File: src/rtl/cpu_controller.sv
// Purpose : Moore FSM sequencing the simple-CPU datapath (read, ALU, writeback) from a 16-bit instruction register.
// Latency : s sampled in WAIT -> busy (w=0) for 1..5 cycles depending on instruction, then back to WAIT.
// Backpr. : none; s and load are honoured in WAIT only and ignored in every other state.
//
// Ports: clk, rst_n (async active-low); s (start), load (IR capture), in[15:0] (instruction word);
//        w (idle/halted), readnum/writenum (register selects), vsel/shift/ALUop (2-bit selects),
//        write/loada/loadb/loadc/loads/asel/bsel (strobes/selects), sximm8/sximm5 (sign-extended IR fields).
// Build option: define CPU_CONTROLLER_HALT_EN to add a HALT state entered by opcode 111
//        (left only by reset); without it opcode 111 decodes as illegal.
module cpu_controller (
    input  logic        clk,
    input  logic        rst_n,
    input  logic        s,
    input  logic        load,
    input  logic [15:0] in,
    output logic        w,
    output logic [2:0]  readnum,
    output logic [2:0]  writenum,
    output logic [1:0]  vsel,
    output logic [1:0]  shift,
    output logic [1:0]  ALUop,
    output logic        write,
    output logic        loada,
    output logic        loadb,
    output logic        loadc,
    output logic        loads,
    output logic        asel,
    output logic        bsel,
    output logic [15:0] sximm8,
    output logic [15:0] sximm5
);

    typedef enum logic [2:0] {
        ST_WAIT      = 3'd0,
        ST_DECODE    = 3'd1,
        ST_WRITE_IMM = 3'd2,
        ST_GET_A     = 3'd3,
        ST_GET_B     = 3'd4,
        ST_ALU       = 3'd5,
`ifdef CPU_CONTROLLER_HALT_EN
        ST_WRITE_REG = 3'd6,
        ST_HALT      = 3'd7
`else
        ST_WRITE_REG = 3'd6
`endif
    } state_t;

    state_t      state_q, state_d;
    logic [15:0] ir_q, ir_d;

    // Instruction fields
    logic [2:0] opcode;
    logic [1:0] op;
    logic [2:0] rn, rd, rm;
    logic [1:0] sh;
    logic [4:0] opc_op;

    assign opcode = ir_q[15:13];
    assign op     = ir_q[12:11];
    assign rn     = ir_q[10:8];
    assign rd     = ir_q[7:5];
    assign sh     = ir_q[4:3];
    assign rm     = ir_q[2:0];
    assign opc_op = {opcode, op};

    assign sximm8 = {{8{ir_q[7]}}, ir_q[7:0]};
    assign sximm5 = {{11{ir_q[4]}}, ir_q[4:0]};

    // State and IR registers
    always_ff @(posedge clk or negedge rst_n) begin
        if (!rst_n) begin
            state_q <= ST_WAIT;
            ir_q    <= 16'h0000;
        end else begin
            state_q <= state_d;
            ir_q    <= ir_d;
        end
    end

    // Next state and IR capture. DECODE looks at ir_q one cycle after the
    // s edge, so a load on that same edge is already visible to it.
    always_comb begin
        state_d = state_q;
        ir_d    = ir_q;
        case (state_q)
            ST_WAIT: begin
                if (load) ir_d = in;
                if (s)    state_d = ST_DECODE;
            end
            ST_DECODE: begin
                state_d = ST_WAIT;
`ifdef CPU_CONTROLLER_HALT_EN
                if (opcode == 3'b111) begin
                    state_d = ST_HALT;
                end else
`endif
                begin
                    case (opc_op)
                        5'b110_10:                      state_d = ST_WRITE_IMM;
                        5'b110_00, 5'b101_11:           state_d = ST_GET_B;
                        5'b101_00, 5'b101_01, 5'b101_10: state_d = ST_GET_A;
                        default:                        state_d = ST_WAIT;
                    endcase
                end
            end
            ST_WRITE_IMM: state_d = ST_WAIT;
            ST_GET_A:     state_d = ST_GET_B;
            ST_GET_B:     state_d = ST_ALU;
            // CMP only updates status; nothing to write back
            ST_ALU:       state_d = (opc_op == 5'b101_01) ? ST_WAIT : ST_WRITE_REG;
            ST_WRITE_REG: state_d = ST_WAIT;
`ifdef CPU_CONTROLLER_HALT_EN
            ST_HALT:      state_d = ST_HALT;
`endif
            default:      state_d = ST_WAIT;
        endcase
    end

    // Moore outputs
    always_comb begin
        w        = 1'b0;
        readnum  = 3'd0;
        writenum = 3'd0;
        vsel     = 2'b00;
        shift    = 2'b00;
        ALUop    = 2'b00;
        write    = 1'b0;
        loada    = 1'b0;
        loadb    = 1'b0;
        loadc    = 1'b0;
        loads    = 1'b0;
        asel     = 1'b0;
        bsel     = 1'b0;
        case (state_q)
            ST_WAIT: w = 1'b1;
            ST_WRITE_IMM: begin
                writenum = rn;
                vsel     = 2'b01;
                write    = 1'b1;
            end
            ST_GET_A: begin
                readnum = rn;
                loada   = 1'b1;
            end
            ST_GET_B: begin
                readnum = rm;
                loadb   = 1'b1;
            end
            ST_ALU: begin
                shift = sh;
                // MOV Rd,Rm: zero the A side and ADD so the shifted B passes through
                if (opc_op == 5'b110_00) begin
                    asel  = 1'b1;
                    ALUop = 2'b00;
                end else begin
                    ALUop = op;
                end
                if (opc_op == 5'b101_01) loads = 1'b1;
                else                     loadc = 1'b1;
            end
            ST_WRITE_REG: begin
                writenum = rd;
                vsel     = 2'b11;
                write    = 1'b1;
            end
`ifdef CPU_CONTROLLER_HALT_EN
            ST_HALT: w = 1'b1;
`endif
            default: ;
        endcase
    end

endmodule

File: config.mk
export PLATFORM = sky130hd
export DESIGN_NAME = cpu_controller
export DESIGN_NICKNAME = d
export VERILOG_FILES = /design/src/rtl/cpu_controller.sv
export SDC_FILE = /design/constraint.sdc
export NUM_CORES = 1
export LEC_CHECK = 0
export BUFFER_PORTS_ARGS = -buffer_cell sky130_fd_sc_hd__buf_4
export CORE_MARGIN = 3
export CORE_UTILIZATION = 23
export DETAILED_ROUTE_END_ITERATION = 7
export PLACE_DENSITY = 0.52
export SLEW_MARGIN = 20
export SYNTH_ARGS = -nofsm -noshare
export SYNTH_HDL_FRONTEND = slang
export SYNTH_SLANG_ARGS = --single-unit
File: constraint.sdc
create_clock -name clk -period 3.45 [get_ports clk]
set_clock_uncertainty 0.15 [all_clocks]
set_input_delay 0.5175 -clock clk [delete_from_list [all_inputs] [get_ports clk]]
set_output_delay 0.5175 -clock clk [all_outputs]
set_load 0.05 [all_outputs]
* Yosys cells after proc, flatten, opt, wreduce, memory -nomap -nowiden
Cells that the tools add are included.
Storage, ports and cells: register bits after elaboration 19, bits in latches 0, bits in writable memories 0, ROM bits 0, input port bits 20, output and inout port bits 52, logic and storage cells 40, memories 0
Operators by class: add/subtract/negate cells 0, multiply operators 0, div/mod/pow operators 0, $lt $le $gt $ge 0, eq/ne operators 13, shift-type cells 0, muxes and demuxes 20, bitwise logic cells 0, reduce and logical (&&, ||, !) cells 5
Operators by type and width (count):
- 5-bit == test (second input constant) | 6
- 3-bit one-hot mux with 5 select lines | 1
- 3-bit one-hot mux with 2 select lines | 2
- 1-bit 2-to-1 mux | 10
- 3-bit == test (second input constant) | 3
- 3-bit one-hot mux with 3 select lines | 1
- 3-bit by 2-bit == test with 1-bit output (second input constant) | 2
- 2-bit 2-to-1 mux | 3
- 3-bit 2-to-1 mux | 2
- 2-bit one-hot mux with 2 select lines | 1
- 2-bit OR reduction | 2
- 3-bit by 1-bit == test with 1-bit output (second input constant) | 1
- 3-bit logical NOT | 1
- 3-bit OR reduction | 1
- 2-bit != test (second input constant) | 1
- 2-bit AND reduction | 1

* Logic depth before layout (Yosys ltp)
Gate-level depths: netlist of run 1.
depth after elaboration 4, depth in mapped cells 6, gate-level depth less buffers 4

* Worst setup path before layout of run 1
OpenSTA, ideal clock, no wires.
path kind flip-flop to output port, start point reg state_q[1], end point out readnum[0], arrival 2.453 ns, data required time 2.782 ns, path slack 0.329 ns, cell stages (with the launch flop) 4, path buffers 1, cells stage by stage dfrtp_1 -> buf_4 -> nor3b_1 -> a22o_1
Between the ends: word-level cells in the longest chain between the ends 2, elaborated cells on any way between the ends 3, classes of those cells 2 x eq/ne; 1 x mux
Ends and longest elaborated chain:
- start: declaration | line 48 | state_t state_q, state_d;
- start signal: assignment | line 75 | state_q <= state_d;
- 3-bit == test or 3-bit by 2-bit == test with 1-bit output (tied branches) | line 134 | case (state_q)
- 3-bit one-hot mux with 2 select lines * | line 134
- end: declaration | line 17 | output logic [2:0] readnum,
Every way passes the cells marked *; elsewhere a longest branch is shown, timed or not.

* Worst setup path in the final report of run 1
start point reg state_q[2], end point out readnum[0]
The elaborated chain is that of the path after synthesis.

==> out/metrics.cfg, run 1 <==
[cts]
cts_setup_buffers=0
clk_pin_slew_ps=70
cts_repair_resize_count=0
cts_made_buffers=3
cts.sinks=19
htree_num_levels=1
hold_buffers=1
clkLatencyLatePin_ps=250
cts_tree=yes
root_buffer=clkbuf_8
cts_max_path_buffers=2

[placed_design]
post_dp_cell_area_um2=1634
portBuffers=70
gp_congestion=0.6915
dp.cells=227
hpwl_um=2383

[timing]
max_freq_mhz=386.4
fin_crit_ps=2588
tightest_slew_ps=586.3
hold_viol=0
final_min_period_over_clock_period_pct=75.01
setup_violations=0
slew_headroom_pct=60.92
slew_violations=0
rsz0062_at_grt=no
fin_tns_setup_ps=0

[floorplanning]
core_area_um2=5540
die_width_um=82.01
die_area_um2=6726
initial_utilization_pct=23.98
rows=27
io_pins=72
die_h_um=82.01

[final_layout]
drive_gt1_share_pct=58.13
nets=181
syn_to_final_growth_pct=27.12
fillers=614
final_cells=232
utilization_pct=30.49
stdcell_area_um2=1689
n_antenna_cell=0

[logic_synthesis]
syn_nets=144
post-synth-top-count-cell=buf_4
synth_top_cell_by_area=dfrtp_1
synth_common_cells=buf_4, dfrtp_1, mux2_4
synth_seq_area_share_pct=35.78
synthTopCellsByArea=dfrtp_1, buf_4, mux2_4, mux2_2, and2_1
ys_ff_latch=19
yosys.area.top_type_share_pct=35.78
syn_area_um2=1329
yosys_warnings=0
syn_inst=124
synthDistinctLibCells=33
synth_enable_flop_cells=0
synth_ff_type=dfrtp_1
avgSynthCellArea_um2=10.72
synthArstFlopShare_pct=100.0

[hold_path]
hold_start=in[1]
min_path_type=in2reg

[drt]
post_drt_via_cell_ratio=3.970
drtAntennaViolNets=0
drtIter0Drc=41
first_pass_iters=4
drc=0
wl_per_cell_um=13.34
vias=921
wl_um=3095

[worst_setup_path]
cp.arrival_ps=1920
setup.worst_path.end_class=primary output
path_max_fanout=18
r2r-start=state_q[2]$_DFFE_PN0P_
crit_path_start_kind=flip-flop
crit_required_ps=2780
crit_type=reg2out
cp-startpoint=state_q[2]$_DFFE_PN0P_

[job]
max_cap_viol_count=0

[grt]
grt_pass1_vias=837
grtUsageTotal_pct=8.752
grt_max_degree=20
grt_overflow_total=0
grt_pass1_wl_um=4450
antenna_found_initial=0

[outcome]
status=finished, final reports clean

==> kinds of logic (layout without fill, tap and decap cells) <==
logic type,Yosys count,after routing,synth area share [%]
buffers and inverters,41,77,23.92
and+or+nand+nor,32,32,14.97
AOI/OAI and AO/OA,12,12,6.404
DFF,19,19,35.78
other,1,1,0.2822
muxes,19,19,18.64
==> path summary, 6_finish.rpt <==
kind / endpoint / slack, ps / cells past startpoint
min reg2reg: ir_q[10]$_DFFE_PN0P_ / 390 / 1
max: readnum[0] / 860 / 3
min in group asynchronous: ir_q[15]$_DFFE_PN0P_ / 540 / 2
max reg2reg: ir_q[15]$_DFFE_PN0P_ / 1570 / 3
max in group asynchronous: state_q[2]$_DFFE_PN0P_ / 2400 / 2
min: ir_q[1]$_DFFE_PN0P_ / 340 / 2
==> placed cells by master, fill, tap and decap left out, types with 3 or more instances in the layout <==
master	count
nand2_1	4
buf_4	70
nand2b_1	3
a22o_1	3
clkbuf_8	3
and2_1	5
mux2i_1	3
mux2_2	6
nor2_1	7
dfrtp_1	19
mux2_4	10
==> worst max-delay path, stage by stage (launching register included) <==
cell and delay (ps):
dfrtp_1 720, nor3b_1 510, a22o_1 240, buf_4 200
==> sequential cells by signal (all words and copies together), names as in the netlist <==
signal   flops
state_q      3
ir_q        16
==> cell type report <==
class                      count  area [um2]  area share (%)
inverter                       2       7.507          0.4444
multi-input combinational     64       535.5           31.70
tap                           72       90.09           5.333
timing repair buffer          71       535.5           31.70
clock buffer                   4       45.04           2.667
sequential                    19       475.5           28.15
==> metal layers <==
layer	global-route usage (%)	up-vias	wire [um]	part of all wire, %
li1	-	459	-	-
met1	11.24	434	1305	42
met2	14.30	28	1580	51
met3	3.399	0	209	6.8
met4	0.9967	0	0	0
met5	0	-	0	0
==> per-stage QoR <==
stage	hold WS [ps]	worst slack, ps
3_5_place_dp	264.0	1122
6_report	337.3	862.3
5_1_grt	319.7	645.2
4_1_cts	326.1	831.7
2_1_floorplan	71.91	329.4
3_3_place_gp	262.4	1145
Power of run 1 is not shown: default switching activity piles up to over one toggle a cycle in this logic, so the estimate is an artifact.
==> run 2: changes to the inputs <==
PLACE_DENSITY = 0.53   (was 0.52)
clock period = 2.11 ns   (was 3.45 ns; I/O delays follow)
==> run 2 against run 1 <==
  * Cell count increased by 2.2%
  * Critical path depth stayed put
  * Routed wire length is 4.1% lower
  * Via count rose by 5.2%
  * Critical path type unchanged
  * Critical endpoint is now asel
==> out/metrics.cfg, run 2 (synthesis results as in run 1) <==
[final_layout]
syn_to_final_growth_pct=32.58
n_antenna_cell=0
largest-register=ir_q
top_regs=ir_q x16, state_q x3
final_cell_mix=buf_4, dfrtp_1, mux2_4, nor2_1, mux2_2
fillers=589
final_common_cell=buf_4
largest_reg_flops=16
drive_gt1_share_pct=64.85
nets=186
final_cells=237
stdcell_area_um2=1762

[drt]
wl_um=2968
drtAntennaViolNets=0
first_pass_iters=4
vias=969
drtIter0Drc=44
post_drt_via_cell_ratio=4.089
wl_per_cell_um=12.52
drc=0

[cts]
clk_pin_slew_ps=70
root_buffer=clkbuf_8
cts_tree=yes
cts.sinks=19
htree_num_levels=1
cts_made_buffers=3
clkLatencyLatePin_ps=260
cts_max_path_buffers=2

[timing]
slew_violations=0
setup_violations=0
hold_viol=0
fin_crit_ps=2075
rsz0062_at_grt=no
final.setup.worst_slack_ps=34.65
max_freq_mhz=481.8
final_min_period_over_clock_period_pct=98.36

[hold_path]
hold_start=in[1]
min_path_cells=2
hold_end=ir_q[1]$_DFFE_PN0P_
min_path_type=in2reg

[grt]
grt_overflow_total=0
grt_max_degree=20
grt_pass1_wl_um=4547
top_usage_layer=met2
met3_usage_pct=1.864
antenna_found_initial=0
gr-usage-met2_pct=13.41
grtUsageMet1_pct=12.47
grtUsageTotal_pct=9.012
grt_pass1_vias=887

[floorplanning]
io_pins=72
rows=27
core_area_um2=5540
die_area_um2=6726
initial_utilization_pct=23.98
die_h_um=82.01
die_width_um=82.01

[worst_setup_path]
setup.worst_path.end_class=primary output
crit_path_start_kind=flip-flop
path_max_fanout=6
timing.rr.end=ir_q[8]$_DFFE_PN0P_
cp.arrival_ps=1610
slowest_delay_ps=570
r2r-start=state_q[2]$_DFFE_PN0P_
reg2regPathDepth=4
crit_type=reg2out
crit_required_ps=1640
crit_path_top_delay_cell=or4_1
r2r_slack_ps=280
path_cells=or4_1, nor2_1, buf_6

[placed_design]
gp_congestion=0.7308
hpwl_um=2274
post_dp_cell_area_um2=1682
dp.cells=230
preCtsSetupSlack_ps=231.9
portBuffers=70

[job]
max_cap_viol_count=0

[outcome]
status=finished, final reports clean

## run 2: changes by cell type in the layout (fill, tap and decap cells not counted), sizes merged
cell,previous run,this run
buf,70,75
clkbuf,4,3
clkinv,0,1
## run 2: area by class of cell
cell class	count	area, um2	share of cell area [%]
clock buffers	3	41.29	2.344
inverters	2	7.507	0.4261
repair buffers	76	576.8	32.74
well taps	72	90.09	5.114
multi-input cells	64	560.5	31.82
flip-flops and latches	19	480.5	27.27
clock inverters	1	5.005	0.2841
## run 2: worst max-delay path: cells and delay by family (launching register included)
kind,cells,cell delay (ps)
and+or+nand+nor,2,740
buffers and inverters,1,180
DFF,1,430
## run 2: how the worst max path moves through the flow
| stage | start | end | slack (ps) | cells past startpoint |
|---|---|---|---|---|
| after floorplan | state_q[0]$_DFFE_PN0P_ | readnum[0] | -90 | 3 |
| after global placement | state_q[2]$_DFFE_PN0P_ | readnum[0] | 250 | 4 |
| after detailed placement | state_q[2]$_DFFE_PN0P_ | readnum[0] | 230 | 4 |
| after CTS | state_q[2]$_DFFE_PN0P_ | readnum[0] | 30 | 4 |
| after global routing | ir_q[13]$_DFFE_PN0P_ | asel | 2 | 3 |
| final | ir_q[13]$_DFFE_PN0P_ | asel | 30 | 3 |
## run 2: per-layer routing
layer | vias up | routed length, um
met3 | 5 | 268
met1 | 446 | 1325
met2 | 50 | 1328
met4 | 0 | 46
met5 | - | 0
li1 | 468 | -
## run 2: repair_timing
item                                    4_1_cts  5_1_grt
endpoints found under the setup margin        7        8
buffers inserted                              0        2
hold buffers                                  1        0
hold endpoints to repair                     19        0
resized for setup                             2        3
gates cloned                                  0        0
## run 2: through the flow
stage / setup TNS, ps / hold WS [ps] / util, %
2_1_floorplan: -86.89 / -129.1 / -
3_3_place_gp: 0 / 65.62 / 30.35
3_5_place_dp: 0 / 63.50 / 30.35
4_1_cts: 0 / 126.3 / 31.41
5_1_grt: 0 / 115.4 / 31.80
6_report: 0 / 132.9 / 31.80
Power of run 2 is left out for the same reason.
==> run 3: changes to the inputs <==
==> constraint.sdc (replaced) <==
create_clock -name clk -period 2.11 [get_ports clk]
set_clock_uncertainty 0.15 [all_clocks]
set_input_delay 0.422 -clock clk [delete_from_list [all_inputs] [get_ports clk]]
set_output_delay 0.422 -clock clk [all_outputs]
set_load 0.05 [all_outputs]
==> run 3 against run 2 <==
  * Largest cell class unchanged
  * Critical endpoint is now vsel[1]
  * Sequential share of layout area shrank 0.95 points
  * Critical path depth grew 2
  * Worst hold slack gained 110 ps
  * Setup slack gained 45 ps
  * Register-to-register slack is essentially flat
  * Cell count grew 2.5%
  * Via count shrank 1.7%
  * Flip-flop and latch count is the same
==> out/metrics.cfg, run 3 (synthesis results as in run 1) <==
[timing]
max_freq_mhz=492.5
setup_violations=0
whs_ps=241.1
rsz0062_at_grt=no
hold_viol=0
final_min_period_over_clock_period_pct=96.23
fin_crit_ps=2030
slew_violations=0

[placed_design]
gp_congestion=0.7352
hpwl_um=2503
dp.cells=232
portBuffers=70

[cts]
clkLatencyLatePin_ps=260
htree_num_levels=1
cts_made_buffers=3
cts_max_path_buffers=2
root_buffer=clkbuf_8
clk_pin_slew_ps=80
cts_tree=yes
cts.sinks=19

[final_layout]
n_antenna_cell=0
final_common_cell=buf_4
final_cells=243
largest_reg_flops=16
final_cell_mix=buf_4, dfrtp_1, mux2_4, nor2_1, mux2_2
syn_to_final_growth_pct=37.38
top_regs=ir_q x16, state_q x3
utilization_pct=32.95
drive_gt1_share_pct=67.84
nets=192
largest-register=ir_q

[hold_path]
hold_start=in[3]
min_path_type=in2reg

[floorplanning]
io_pins=72
die_h_um=82.01
initial_utilization_pct=23.98
die_width_um=82.01
rows=27
core_area_um2=5540
die_area_um2=6726

[grt]
grt_max_degree=20
antenna_found_initial=0
grtUsageTotal_pct=9.371
grt_pass1_vias=928
grt_pass1_wl_um=4816
grt_overflow_total=0

[worst_setup_path]
timing.critical_path.mode_cell=inv_1
crit_type=reg2out
crit_path_start_kind=flip-flop
slowest_delay_ps=390
path_cells=inv_1, nand2_1, inv_1, and2_1, buf_4
r2r-start=state_q[1]$_DFFE_PN0P_
r2r_slack_ps=290
crit_path_top_delay_cell=dfrtp_1
setup.worst_path.end_class=primary output
cp-startpoint=state_q[0]$_DFFE_PN0P_
cp.arrival_ps=1460
path_max_fanout=5
crit_required_ps=1540

[drt]
wl_um=3276
wl_per_cell_um=13.48
drc=0
drtIter0Drc=29
drtAntennaViolNets=0
first_pass_iters=3
vias=953
post_drt_via_cell_ratio=3.922

[outcome]
status=finished, final reports clean

[job]
max_cap_viol_count=0

==> run 3: routing by layer <==
layer / global-route usage (%) / share of wire, %
met1: 12.51 / 45
met2: 15.35 / 50
met3: 2.193 / 5.5
met4: 1.993 / 0
met5: 0 / 0
==> run 3: timing repair <==
| item | CTS | global route |
|---|---|---|
| setup endpoints to repair | 9 | 6 |
| hold buffers | 1 | 0 |
| pin swaps | 0 | 2 |
| endpoints found under the hold margin | 19 | 0 |
| buffers inserted | 0 | 6 |
| gates resized for setup | 6 | 3 |
==> run 3: final timing paths <==
path / cells past startpoint / endpoint
setup / recovery: 5 / vsel[1]
hold / removal: 2 / ir_q[3]$_DFFE_PN0P_
setup reg to reg: 4 / ir_q[15]$_DFFE_PN0P_
hold reg to reg: 1 / ir_q[8]$_DFFE_PN0P_
max in group asynchronous: 2 / ir_q[14]$_DFFE_PN0P_
min in group asynchronous: 2 / ir_q[15]$_DFFE_PN0P_
==> run 3: layout make-up <==
cell class	instances	area (um2)
flip-flops and latches	19	480.5
repair buffers	82	626.9
inverters	2	7.507
well taps	72	90.09
clock inverters	1	7.507
fillers	596	3715
clock buffers	3	41.29
multi-input cells	64	571.8
==> run 3: stage by stage <==
step | setup WS (ps) | setup TNS [ps] | instance area (um2)
after floorplan | -172.7 | -336.7 | 1356
after global placement | 176.0 | 0 | 1699
after detailed placement | 164.0 | 0 | 1699
after CTS | 37.45 | 0 | 1774
after global routing | 7.865 | 0 | 1826
final | 79.62 | 0 | 1826
==> run 3: critical path, delay by kind of cell (launching register included) <==
family / cells / cell delay (ps)
AND/OR/NAND/NOR: 2 / 290
buffers and inverters: 3 / 520
flip-flops: 1 / 390
Power of run 3 is left out for the same reason.
